## config.mk

```make
export PLATFORM = sky130hd
export DESIGN_NAME = alarm_clock_core
export DESIGN_NICKNAME = d
export VERILOG_FILES = /design/src/rtl/alarm_clock_core.sv
export SDC_FILE = /design/constraint.sdc
export NUM_CORES = 1
export LEC_CHECK = 0
export CAP_MARGIN = 5
export CELL_PAD_IN_SITES_DETAIL_PLACEMENT = 1
export CELL_PAD_IN_SITES_GLOBAL_PLACEMENT = 2
export CORE_MARGIN = 1.5
export CORE_UTILIZATION = 42
export CTS_BUF_LIST = sky130_fd_sc_hd__clkbuf_4 sky130_fd_sc_hd__clkbuf_8 sky130_fd_sc_hd__clkbuf_16
export DETAILED_ROUTE_END_ITERATION = 6
export PLACE_DENSITY = 0.86
export SYNTH_ARGS = -nofsm -noshare
export SYNTH_HDL_FRONTEND = slang
export SYNTH_SLANG_ARGS = --single-unit
```

## constraint.sdc

```tcl
create_clock -name clock -period 9.9 [get_ports clock]
set_clock_uncertainty 0.15 [all_clocks]
set_input_delay 1.485 -clock clock [delete_from_list [all_inputs] [get_ports clock]]
set_output_delay 1.485 -clock clock [all_outputs]
set_load 0.03 [all_outputs]
```

## src/rtl/alarm_clock_core.sv

```systemverilog
// alarm_clock_core
// Time-of-day keeper (HH:MM, 24 h) with a time editor, an alarm editor and a
// ringing led. It consumes single-cycle command pulses from the button-control
// block and feeds registered HH:MM, mode and alarm status to the display driver.
//
// Command pulse protocol: every semnal_* input is a one-cycle, already
// debounced pulse. It is sampled on the rising clock edge where it is high. It
// needs no acknowledge, and it cannot be held off. Pulses that are not legal
// in the current state are dropped. When several pulses arrive in one cycle
// they resolve as stop > setare > setare_a > b1/b2. b1 and b2 together both
// apply. A stop pulse outside RINGING disarms the alarm and masks the other
// pulses of that cycle.
//
// The mode output is the FSM state register itself, so checkers can bind to it.

module alarm_clock_core #(
    parameter int TICKS_PER_MIN = 60000000,
    parameter int BLINK_TICKS   = 12500000,
    parameter int RING_TICKS    = 1800000000
) (
    input  logic       clock,
    input  logic       reset,
    input  logic       semnal_setare,
    input  logic       semnal_setare_a,
    input  logic       semnal_b1,
    input  logic       semnal_b2,
    input  logic       semnal_stop,
    output logic [4:0] disp_hours,
    output logic [5:0] disp_minutes,
    output logic [1:0] mode,
    output logic       alarm_on,
    output logic       led
);

    // Counter widths; each one is at least 1 bit, even for degenerate parameter values.
    localparam int TICK_W  = (TICKS_PER_MIN > 2) ? $clog2(TICKS_PER_MIN) : 1;
    localparam int BLINK_W = (BLINK_TICKS   > 2) ? $clog2(BLINK_TICKS)   : 1;
    localparam int RING_W  = (RING_TICKS    > 2) ? $clog2(RING_TICKS)    : 1;

    localparam logic [TICK_W-1:0]  TICK_LAST  = TICK_W'(TICKS_PER_MIN - 1);
    localparam logic [BLINK_W-1:0] BLINK_LAST = BLINK_W'(BLINK_TICKS - 1);
    localparam logic [RING_W-1:0]  RING_LAST  = RING_W'(RING_TICKS - 1);

    typedef enum logic [1:0] {
        ST_RUN       = 2'b00,
        ST_SET_TIME  = 2'b01,
        ST_SET_ALARM = 2'b10,
        ST_RINGING   = 2'b11
    } state_t;

    state_t             state;
    logic [TICK_W-1:0]  tick_cnt;
    logic [BLINK_W-1:0] blink_cnt;
    logic [RING_W-1:0]  ring_cnt;
    logic [4:0]         time_h;
    logic [5:0]         time_m;
    logic [4:0]         alarm_h;
    logic [5:0]         alarm_m;

    state_t             nxt_state;
    logic [TICK_W-1:0]  nxt_tick;
    logic [BLINK_W-1:0] nxt_blink;
    logic [RING_W-1:0]  nxt_ring;
    logic [4:0]         nxt_time_h;
    logic [5:0]         nxt_time_m;
    logic [4:0]         nxt_alarm_h;
    logic [5:0]         nxt_alarm_m;
    logic               nxt_alarm_on;
    logic               nxt_led;
    logic               tick_wrap;
    logic               ring_hit;

    // Hours step 23 -> 0.
    function automatic logic [4:0] inc_hour(input logic [4:0] h);
        return (h == 5'd23) ? 5'd0 : h + 5'd1;
    endfunction

    // Minutes step 59 -> 0; any carry into the hours is the caller's job.
    function automatic logic [5:0] inc_min(input logic [5:0] m);
        return (m == 6'd59) ? 6'd0 : m + 6'd1;
    endfunction

    assign mode = state;

    // Next-state logic: timebase, minute rollover, alarm match, and the command FSM.
    always_comb begin
        nxt_state    = state;
        nxt_tick     = tick_cnt;
        nxt_blink    = blink_cnt;
        nxt_ring     = ring_cnt;
        nxt_time_h   = time_h;
        nxt_time_m   = time_m;
        nxt_alarm_h  = alarm_h;
        nxt_alarm_m  = alarm_m;
        nxt_alarm_on = alarm_on;
        nxt_led      = led;
        tick_wrap    = 1'b0;
        ring_hit     = 1'b0;

        // The timebase is frozen at zero while the time is being edited, so a
        // freshly set time always gets a full minute before its first step.
        if (state == ST_SET_TIME) begin
            nxt_tick = '0;
        end else if (tick_cnt == TICK_LAST) begin
            nxt_tick  = '0;
            tick_wrap = 1'b1;
        end else begin
            nxt_tick = tick_cnt + TICK_W'(1);
        end

        if (tick_wrap) begin
            nxt_time_m = inc_min(time_m);
            if (time_m == 6'd59) begin
                nxt_time_h = inc_hour(time_h);
            end
        end

        // The alarm fires only on the edge that rolls the clock into the alarm
        // minute, so setting the time directly onto the alarm stays silent.
        ring_hit = tick_wrap && alarm_on &&
                   (nxt_time_h == alarm_h) && (nxt_time_m == alarm_m);

        case (state)
            ST_RUN: begin
                if (semnal_stop) begin
                    nxt_alarm_on = 1'b0;
                end else if (semnal_setare) begin
                    nxt_state = ST_SET_TIME;
                end else if (semnal_setare_a) begin
                    nxt_state = ST_SET_ALARM;
                end else if (ring_hit) begin
                    nxt_state = ST_RINGING;
                    nxt_led   = 1'b1;
                    nxt_blink = '0;
                    nxt_ring  = '0;
                end
            end

            ST_SET_TIME: begin
                if (semnal_stop) begin
                    nxt_alarm_on = 1'b0;
                end else if (semnal_setare) begin
                    nxt_state = ST_RUN;
                end else begin
                    if (semnal_b1) begin
                        nxt_time_h = inc_hour(time_h);
                    end
                    if (semnal_b2) begin
                        nxt_time_m = inc_min(time_m);
                    end
                end
            end

            ST_SET_ALARM: begin
                if (semnal_stop) begin
                    nxt_alarm_on = 1'b0;
                end else if (semnal_setare_a) begin
                    nxt_state    = ST_RUN;
                    nxt_alarm_on = 1'b1;
                end else begin
                    if (semnal_b1) begin
                        nxt_alarm_h = inc_hour(alarm_h);
                    end
                    if (semnal_b2) begin
                        nxt_alarm_m = inc_min(alarm_m);
                    end
                end
            end

            ST_RINGING: begin
                // The alarm stays armed on either exit, so it rings again the next day.
                if (semnal_stop || (ring_cnt == RING_LAST)) begin
                    nxt_state = ST_RUN;
                    nxt_led   = 1'b0;
                    nxt_blink = '0;
                    nxt_ring  = '0;
                end else begin
                    nxt_ring = ring_cnt + RING_W'(1);
                    if (blink_cnt == BLINK_LAST) begin
                        nxt_blink = '0;
                        nxt_led   = ~led;
                    end else begin
                        nxt_blink = blink_cnt + BLINK_W'(1);
                    end
                end
            end

            default: begin
                nxt_state = ST_RUN;
            end
        endcase
    end

    // State and output registers; the display mux is taken from next-state values so it is registered too.
    always_ff @(posedge clock or negedge reset) begin
        if (!reset) begin
            state        <= ST_RUN;
            tick_cnt     <= '0;
            blink_cnt    <= '0;
            ring_cnt     <= '0;
            time_h       <= 5'd0;
            time_m       <= 6'd0;
            alarm_h      <= 5'd0;
            alarm_m      <= 6'd0;
            alarm_on     <= 1'b0;
            led          <= 1'b0;
            disp_hours   <= 5'd0;
            disp_minutes <= 6'd0;
        end else begin
            state        <= nxt_state;
            tick_cnt     <= nxt_tick;
            blink_cnt    <= nxt_blink;
            ring_cnt     <= nxt_ring;
            time_h       <= nxt_time_h;
            time_m       <= nxt_time_m;
            alarm_h      <= nxt_alarm_h;
            alarm_m      <= nxt_alarm_m;
            alarm_on     <= nxt_alarm_on;
            led          <= nxt_led;
            disp_hours   <= (nxt_state == ST_SET_ALARM) ? nxt_alarm_h : nxt_time_h;
            disp_minutes <= (nxt_state == ST_SET_ALARM) ? nxt_alarm_m : nxt_time_m;
        end
    end

endmodule

```

==> results of run 1 <==
sequential cells by signal, indices dropped and copies added, names as in the netlist:
signal and count:
led 1, disp_hours 5, alarm_h 5, disp_minutes 6, alarm_m 6, ring_cnt 31, blink_cnt 24, mode 2
alarm_on 1, time_h 5, time_m 6, tick_cnt 26
worst max-delay path by stage:
stage            startpoint            end  slack, ps  cells past startpoint
2_1_floorplan  tick_cnt[13]  disp_hours[0]       5820                     11
3_3_place_gp   tick_cnt[12]  disp_hours[4]       5420                      9
3_5_place_dp   tick_cnt[13]  disp_hours[0]       5240                      9
4_1_cts        tick_cnt[13]  disp_hours[0]       5210                      9
5_1_grt        tick_cnt[14]  disp_hours[2]       4980                      9
6_report       tick_cnt[13]  disp_hours[0]       5190                      9
synthesized netlist by cell type (6+ instances only):
master | instances | area (sq um)
dfrtp_1 | 118 | 2950
xnor2_1 | 21 | 184
nand3_1 | 40 | 200
or4_1 | 12 | 90.1
a21oi_1 | 21 | 105
and3_1 | 21 | 131
and2_1 | 12 | 75.1
nor4_1 | 6 | 37.5
a31oi_1 | 10 | 62.6
nor2b_1 | 11 | 68.8
nand4_1 | 18 | 113
nand2_1 | 70 | 263
o31ai_1 | 26 | 195
o41ai_1 | 8 | 70.1
mux2i_1 | 6 | 60.1
nor2_1 | 69 | 259
o21ai_1 | 6 | 30.0
xor2_1 | 19 | 166
clkbuf_1 | 23 | 86.3
ha_1 | 7 | 87.6
inv_1 | 15 | 56.3
mux2_2 | 21 | 236
nor3_1 | 10 | 50.1
o21ai_0 | 69 | 345
metrics by stage:
step	power (uW)	setup WS, ps
2_1_floorplan	853	5820
5_1_grt	1780	4980
3_3_place_gp	959	5420
4_1_cts	1720	5210
6_report	1700	5190
3_5_place_dp	980	5240
worst max-delay path: stages, from the launching register on:
cell	delay, ps
dfrtp_1	410
or4_1	500
or4_1	590
nor3_1	450
mux2i_1	270
xnor2_1	80
or4_1	600
o41ai_1	490
a22o_1	630
mux2_2	430
layout make-up:
cell class / instances / area, sq um / share of cell area [%]
Multi-Input combinational cell: 531 / 3220 / 43.6
Sequential cell: 118 / 2950 / 40.0
Clock buffer: 20 / 467 / 6.32
Timing Repair Buffer: 25 / 238 / 3.22
Tap cell: 184 / 230 / 3.12
Clock inverter: 12 / 223 / 3.02
Inverter: 15 / 56.3 / 0.763
kinds of logic (layout without fill, tap and decap cells):
| family | Yosys count | count (layout) | share of synthesized area [%] |
|---|---|---|---|
| and+or+nand+nor | 299 | 299 | 24.1 |
| AOI/OAI and AO/OA | 158 | 158 | 15.0 |
| DFF | 118 | 118 | 46.5 |
| buffers and inverters | 42 | 72 | 2.76 |
| xor gates and xnor gates | 40 | 40 | 5.52 |
| muxes | 27 | 27 | 4.67 |
| adders and majority gates | 7 | 7 | 1.38 |
power groups by stage:
stage               Clock, uW  Combinational (uW)  Sequential (uW)
floorplan                   0                 218              635
global placement            0                 329              630
detailed placement          0                 345              635
CTS                       735                 352              629
global route              754                 382              641
finish                    722                 348              630
layer usage:
layer,up-vias,wire length [um]
met5,-,0
met4,0,193
met3,22,478
met2,78,8380
met1,2730,7820
li1,2540,-
==> metrics, run 1 <==
WL final=16,900 um; Lkg Pwr=0.00310 uW; syn_nets=705; CTS H-tree lvls=4; Synth Cell Area=0.00634 sq mm; vias per inst=5.93; # hold bufs at CTS=0; Worst setup EP type=register; number of max-slew violations in the final report=0; io pins=22; result of the run=finished, final reports clean; GRT overflow=0; Synth Flop Type=dfrtp_1; Comb pwr share=20.5%; post-layout util=50.4%; die height=126 um; routed len/inst=18.6 um; sequential power share=37.1%; clock share of power=42.5%; reg2reg end=disp_hours[0]; Final period util=47.5%; routed via count=5,370; CTS Buf Count=17; hold slack=319 ps; register area share after synthesis=46.5%; Tightest Hold Check Type=reg -> reg; IO Port Bufs=21; final std cell area, no fill=0.00738 sq mm; crit path DAT=4860 ps; hold path cells=1; die area=0.0158 sq mm; Worst R2R Start=tick_cnt[13]; Initial Util=43.3%; layout cell share with drive strength beyond 1=9.02%; initial antenna violation count=0; all-layer global routing usage=22.7%; Reg2Reg Setup Slack=5190 ps; Pint=1180 uW; grt met1 use=29.1%; Net Sw Frac=30.8%; Worst Reg-to-Reg Cells=9; Slew headroom=37.1%; syn avg cell area=9.18 sq um; VDD IR max=0.173 mV; vias in the first global route=5,690; Synth cell types=47; required time worst endpoint=10,050 ps; Skew-Pair Late Insertion Delay=420 ps; n_diodes=0; most used routing layer=met2; final-report hold violation count=0; commonest cells after routing, fill and taps aside=dfrtp_1 (118), nand2_1 (70), nor2_1 (69), o21ai_0 (69), nand3_1 (40); largest net degree at the start of global routing=66; clock sink count=118; commonest non-fill, non-tap cell in the layout=dfrtp_1; drt initial violations=313; Ys Warns=0; Root Buffer=clkbuf_16; met3 usage=4.76%; sw power=524 uW; Hold Path End=tick_cnt[0]; first-pass GRT wire length=28,700 um; worst-margin pin slew=941 ps; Max Clock Freq=0.213 GHz; maximum fanout along the worst path=11; MaxCap Viol Count=0; TNS Setup=0 ps; DRC=0; row cnt=44; Post-CTS Setup Bufs=0; P per Cell Area=230 mW/mm^2; Layout Cells excl Fill=905; crit start category=register; final net count=722; TritonCTS clock tree=yes; DP HPWL=11,100 um; Final Wtd Congestion=0.831; flops & latches, synth=118; Post-CTS Resized=0; Async SR Flop Fraction=100%; Core ar.=0.0146 sq mm; antenna-violating nets left=0; M2 GR Usage=39.0%; Post-synth EDFFs=0; FILL cells=1,651; dpl cells=873; post-synthesis cell count=691; RSZ-0062 raised after global routing=false; Synth-to-Final Area Change=16.4%; CTS Buffer Depth=2; Detailed Routing Iterations Pass 1=6; Setup-failing EPs final=0; min Tclk post-route=4710 ps; worst hold start=tick_cnt[0]; WS Path Type=reg -> reg; Die W=126 um; dpl cell area=0.00669 sq mm; clock-pin slew on the worst setup and hold paths=60 ps
Note: power is estimated with default switching activity, not from simulation.
==> run 2, diff against run 1 <==
--- a/config.mk
+++ b/config.mk
@@ -9,10 +9,10 @@
 export CELL_PAD_IN_SITES_DETAIL_PLACEMENT = 1
 export CELL_PAD_IN_SITES_GLOBAL_PLACEMENT = 2
 export CORE_MARGIN = 1.5
-export CORE_UTILIZATION = 42
+export CORE_UTILIZATION = 35
 export CTS_BUF_LIST = sky130_fd_sc_hd__clkbuf_4 sky130_fd_sc_hd__clkbuf_8 sky130_fd_sc_hd__clkbuf_16
 export DETAILED_ROUTE_END_ITERATION = 6
-export PLACE_DENSITY = 0.86
+export PLACE_DENSITY = 0.76
 export SYNTH_ARGS = -nofsm -noshare
 export SYNTH_HDL_FRONTEND = slang
 export SYNTH_SLANG_ARGS = --single-unit
==> constraint.sdc (replaced) <==
create_clock -name clock -period 3.85 [get_ports clock]
set_clock_uncertainty 0.15 [all_clocks]
set_input_delay 0.5775 -clock clock [delete_from_list [all_inputs] [get_ports clock]]
set_output_delay 0.5775 -clock clock [all_outputs]
set_load 0.03 [all_outputs]
==> metrics, run 2 (synthesis gave the netlist of run 1 again) <==
vias in the first global route=5,955; # hold bufs at CTS=0; clock-pin slew on the worst setup and hold paths=50 ps; post-layout util=45.8%; clock sink count=118; maximum fanout along the worst path=5; result of the run=finished, violations left; pre-CTS setup slack=-298 ps; DP HPWL=12,000 um; Setup-failing EPs final=14; routed len/inst=18.5 um; WS Path Type=reg -> reg; routed via count=5,462; Skew-Pair Late Insertion Delay=430 ps; min Tclk post-route=3910 ps; setup ws final=-59.6 ps; commonest cells after routing, fill and taps aside=dfrtp_1 (118), nand2_1 (70), nor2_1 (68); die area=0.0189 sq mm; layout cell share with drive strength beyond 1=19.7%; n_diodes=0; Die W=138 um; MaxCap Viol Count=0; Core ar.=0.0178 sq mm; final net count=767; RSZ-0062 raised after global routing=true; final-report hold violation count=0; Synth-to-Final Area Change=28.9%; Final period util=102%; P per Cell Area=544 mW/mm^2; biggest regs=ring_cnt (31), tick_cnt (26), blink_cnt (24); Final Wtd Congestion=0.863; Largest register FFs=31; drt initial violations=236; io pins=22; Lkg Pwr=0.00350 uW; Tightest Hold Check Type=in -> async; Detailed Routing Iterations Pass 1=6; CTS Buf Count=17; CTS Buffer Depth=2; worst-margin pin slew=713 ps; GRT overflow=0; failing checks=setup timing; FILL cells=1,970; IO Port Bufs=21; initial antenna violation count=0; TritonCTS clock tree=yes; Root Buffer=clkbuf_16; commonest non-fill, non-tap cell in the layout=dfrtp_1; die height=138 um; Slew headroom=52.2%; largest net degree at the start of global routing=56; first-pass GRT wire length=30,500 um; Top reg by flops=ring_cnt; Max Clock Freq=0.256 GHz; TNS Setup=-368 ps; VDD IR max=0.365 mV; vias per inst=5.49; number of max-slew violations in the final report=0; crit path DAT=4110 ps; Initial Util=35.6%; WL final=18,400 um; DRC=0; all-layer global routing usage=20.8%; crit start category=register; required time worst endpoint=4050 ps; Worst setup EP type=register; antenna-violating nets left=0; CTS H-tree lvls=4; row cnt=49
## run 2: final cells by class
class,instances,area [sq um],area share (%)
Inverter,15,56.3,0.689
Tap cell,229,287,3.50
Clock inverter,10,105,1.29
Sequential cell,118,2950,36.1
Timing Repair Buffer,70,737,9.01
Clock buffer,22,469,5.74
Multi-Input combinational cell,531,3570,43.7
## run 2: timing repair
item | in CTS | in global routing
pin swaps | 35 | 10
resized for setup | 87 | 36
gates cloned | 4 | 0
hold endpoints to repair | 0 | 0
setup endpoints to repair | 64 | 67
buffers inserted | 8 | 3
## run 2: per-layer routing
metal	global-route usage (%)	vias to the layer above	part of all wire, %
met2	34.8	52	50
met4	7.02	0	1.2
met3	4.64	21	2.5
met5	0	-	0
met1	26.4	2755	46
li1	-	2634	-
## run 2: path summary, 6_finish.rpt
| check | cells past startpoint | end | slack [ps] | start |
|---|---|---|---|---|
| min in group clock | 1 | blink_cnt[23] | 330 | blink_cnt[23] |
| worst max register to register | 12 | ring_cnt[28] | -60 | tick_cnt[14] |
| worst min register to register | 1 | blink_cnt[23] | 330 | blink_cnt[23] |
| worst max-delay path | 12 | ring_cnt[28] | -60 | tick_cnt[14] |
| worst min-delay path | 1 | blink_cnt[18] | 20 | reset |
| max in group asynchronous | 3 | time_h[0] | 2590 | reset |
## run 2: stage by stage
stage	hold WS (ps)	instance area (sq um)	total power (uW)	cells
5_1_grt	78.7	8180	4680	995
2_1_floorplan	132	6360	2200	691
3_5_place_dp	324	7050	2660	949
4_1_cts	51.3	8030	4440	993
3_3_place_gp	304	7050	2600	949
6_report	23.0	8180	4450	995
## run 2: critical path, stage by stage, from the launching register on
cell and delay, ps:
dfrtp_1 370, or4_1 530, or4_4 510, buf_6 170, nor2_4 110, o21ai_1 70, nand4b_1 170, or4_4 580
buf_6 140, o21a_4 250, buf_12 140, or4_4 510, a21oi_2 140
## run 2: power breakdown
group          switching (uW)  internal (uW)
registers                 178           1410
logic                     709            592
clock network             579            989
total                    1470           2990
==> run 3, diff against run 2 <==
--- a/config.mk
+++ b/config.mk
@@ -11,8 +11,10 @@
 export CORE_MARGIN = 1.5
 export CORE_UTILIZATION = 35
 export CTS_BUF_LIST = sky130_fd_sc_hd__clkbuf_4 sky130_fd_sc_hd__clkbuf_8 sky130_fd_sc_hd__clkbuf_16
+export CTS_CLUSTER_SIZE = 28
 export DETAILED_ROUTE_END_ITERATION = 6
 export PLACE_DENSITY = 0.76
+export REMOVE_ABC_BUFFERS = 1
 export SYNTH_ARGS = -nofsm -noshare
 export SYNTH_HDL_FRONTEND = slang
 export SYNTH_SLANG_ARGS = --single-unit
==> metrics, run 3 (synthesis gave the netlist of run 1 again) <==
WS Path Type=reg -> reg; Setup-failing EPs final=0; P per Cell Area=540 mW/mm^2; initial antenna violation count=0; CTS Buffer Depth=2; all-layer global routing usage=19.2%; Worst Reg-to-Reg Cells=11; result of the run=finished, final reports clean; Detailed Routing Iterations Pass 1=4; CTS Buf Count=17; Initial Util=35.6%; required time worst endpoint=4000 ps; Slew headroom=41.8%; DRC=0; RSZ-0062 raised after global routing=true; antenna-violating nets left=0; Largest register FFs=31; Crit path largest cell delay=560 ps; Final period util=97.4%; final net count=754; Die W=138 um; commonest cells after routing, fill and taps aside=dfrtp_1 (118), nand2_1 (70), o21ai_0 (69); Worst R2R Start=tick_cnt[12]; min Tclk post-route=3750 ps; IO Port Bufs=21; Core ar.=0.0178 sq mm; routed len/inst=17.4 um; VDD IR max=0.325 mV; MaxCap Viol Count=0; Root Buffer=clkbuf_16; critical path's most frequent cell=or4_4; WL final=17,100 um; Skew-Pair Late Insertion Delay=420 ps; row cnt=49; dpl cells=946; layout cell share with drive strength beyond 1=15.0%; io pins=22; Final Wtd Congestion=0.819; drt initial violations=260; Top reg by flops=ring_cnt; routed via count=5,464; Worst path slowest cell=or4_4; vias per inst=5.56; GRT overflow=0; n_diodes=0; worst-margin pin slew=874 ps; crit path DAT=3900 ps; biggest regs=ring_cnt (31), tick_cnt (26), blink_cnt (24); maximum fanout along the worst path=11; first-pass GRT wire length=28,600 um; Tightest Hold Check Type=in -> async; final-report hold violation count=0; vias in the first global route=5,818; Lkg Pwr=0.00328 uW; CTS H-tree lvls=4; Top delay family on crit path=simple AND/OR/NAND/NOR gates; die area=0.0189 sq mm; commonest non-fill, non-tap cell in the layout=dfrtp_1; Synth-to-Final Area Change=21.5%; Reg2Reg Setup Slack=100 ps; crit-path cells=or4_1 > or4_4 > nor3_4 > mux2i_1 > xnor2_1 > or4_4 > buf_6 > nand3b_1 > a22o_1 > buf_12 > mux2_2; crit start category=register; die height=138 um; TNS Setup=0 ps; Max Clock Freq=0.267 GHz; # hold bufs at CTS=0; hold slack=113 ps; clock sink count=118; TritonCTS clock tree=yes; DP HPWL=11,700 um; Layout Cells excl Fill=982; clock-pin slew on the worst setup and hold paths=60 ps; number of max-slew violations in the final report=0; Buf/Inv on CP=2; Worst setup EP type=register; reg2reg end=disp_hours[4]; largest net degree at the start of global routing=62
==> run 3: changes by cell type in the layout (fill, tap and decap cells not counted), sizes merged <==
cell / change
bufinv: -1
o21a: +2
inv: +2
clkinvlp: +3
buf: -15
clkbuf: -4
==> run 3: worst max-delay path by stage <==
stage | cells past startpoint | slack [ps] | start | end
final | 11 | 100 | tick_cnt[12] | disp_hours[4]
after global routing | 11 | -1 | tick_cnt[13] | ring_cnt[29]
after CTS | 10 | 10 | tick_cnt[12] | ring_cnt[29]
after detailed placement | 11 | -270 | tick_cnt[12] | ring_cnt[29]
after global placement | 10 | -110 | tick_cnt[12] | disp_hours[3]
after floorplan | 9 | -470 | tick_cnt[13] | ring_cnt[27]
==> run 3: metrics by stage <==
stage / worst slack, ps / cell area [sq um] / power (uW) / util [%]
5_1_grt: -1.06 / 7710 / 4380 / 43.2
3_5_place_dp: -270 / 7000 / 2640 / 39.2
2_1_floorplan: -467 / 6220 / 2150 / -
6_report: 101 / 7710 / 4160 / 43.2
3_3_place_gp: -114 / 7000 / 2580 / 39.2
4_1_cts: 10.0 / 7660 / 4210 / 43.0
==> run 3: cell type report <==
class                           instances  area [sq um]
Timing Repair Buffer                   55           512
Sequential cell                       118          2950
Clock buffer                           18           433
Clock inverter                         14           130
Inverter                               15          56.3
Fill cell                            2028         10100
Tap cell                              229           287
Multi-Input combinational cell        533          3340
==> run 3: routing by layer <==
metal / global-route usage [%] / part of all wire (%)
met5: 0 / 0
met3: 4.27 / 2.1
met1: 24.2 / 47
met2: 32.9 / 50
met4: 5.38 / 1.1
==> run 3: timing repair <==
item / 4_1_cts / 5_1_grt
resized for setup: 16 / 6
pin swaps: 6 / 4
setup buffers: 1 / 1
hold endpoints to repair: 0 / 0
cloned: 2 / 0
setup endpoints to repair: 65 / 30
==> run 3: power by group <==
part / internal, uW / switching [uW] / leakage, uW / total [uW]
clock: 898 / 620 / 0.000262 / 1520
combinational: 453 / 621 / 0.00141 / 1070
sequential: 1410 / 162 / 0.00161 / 1570
total: 2760 / 1400 / 0.00328 / 4160
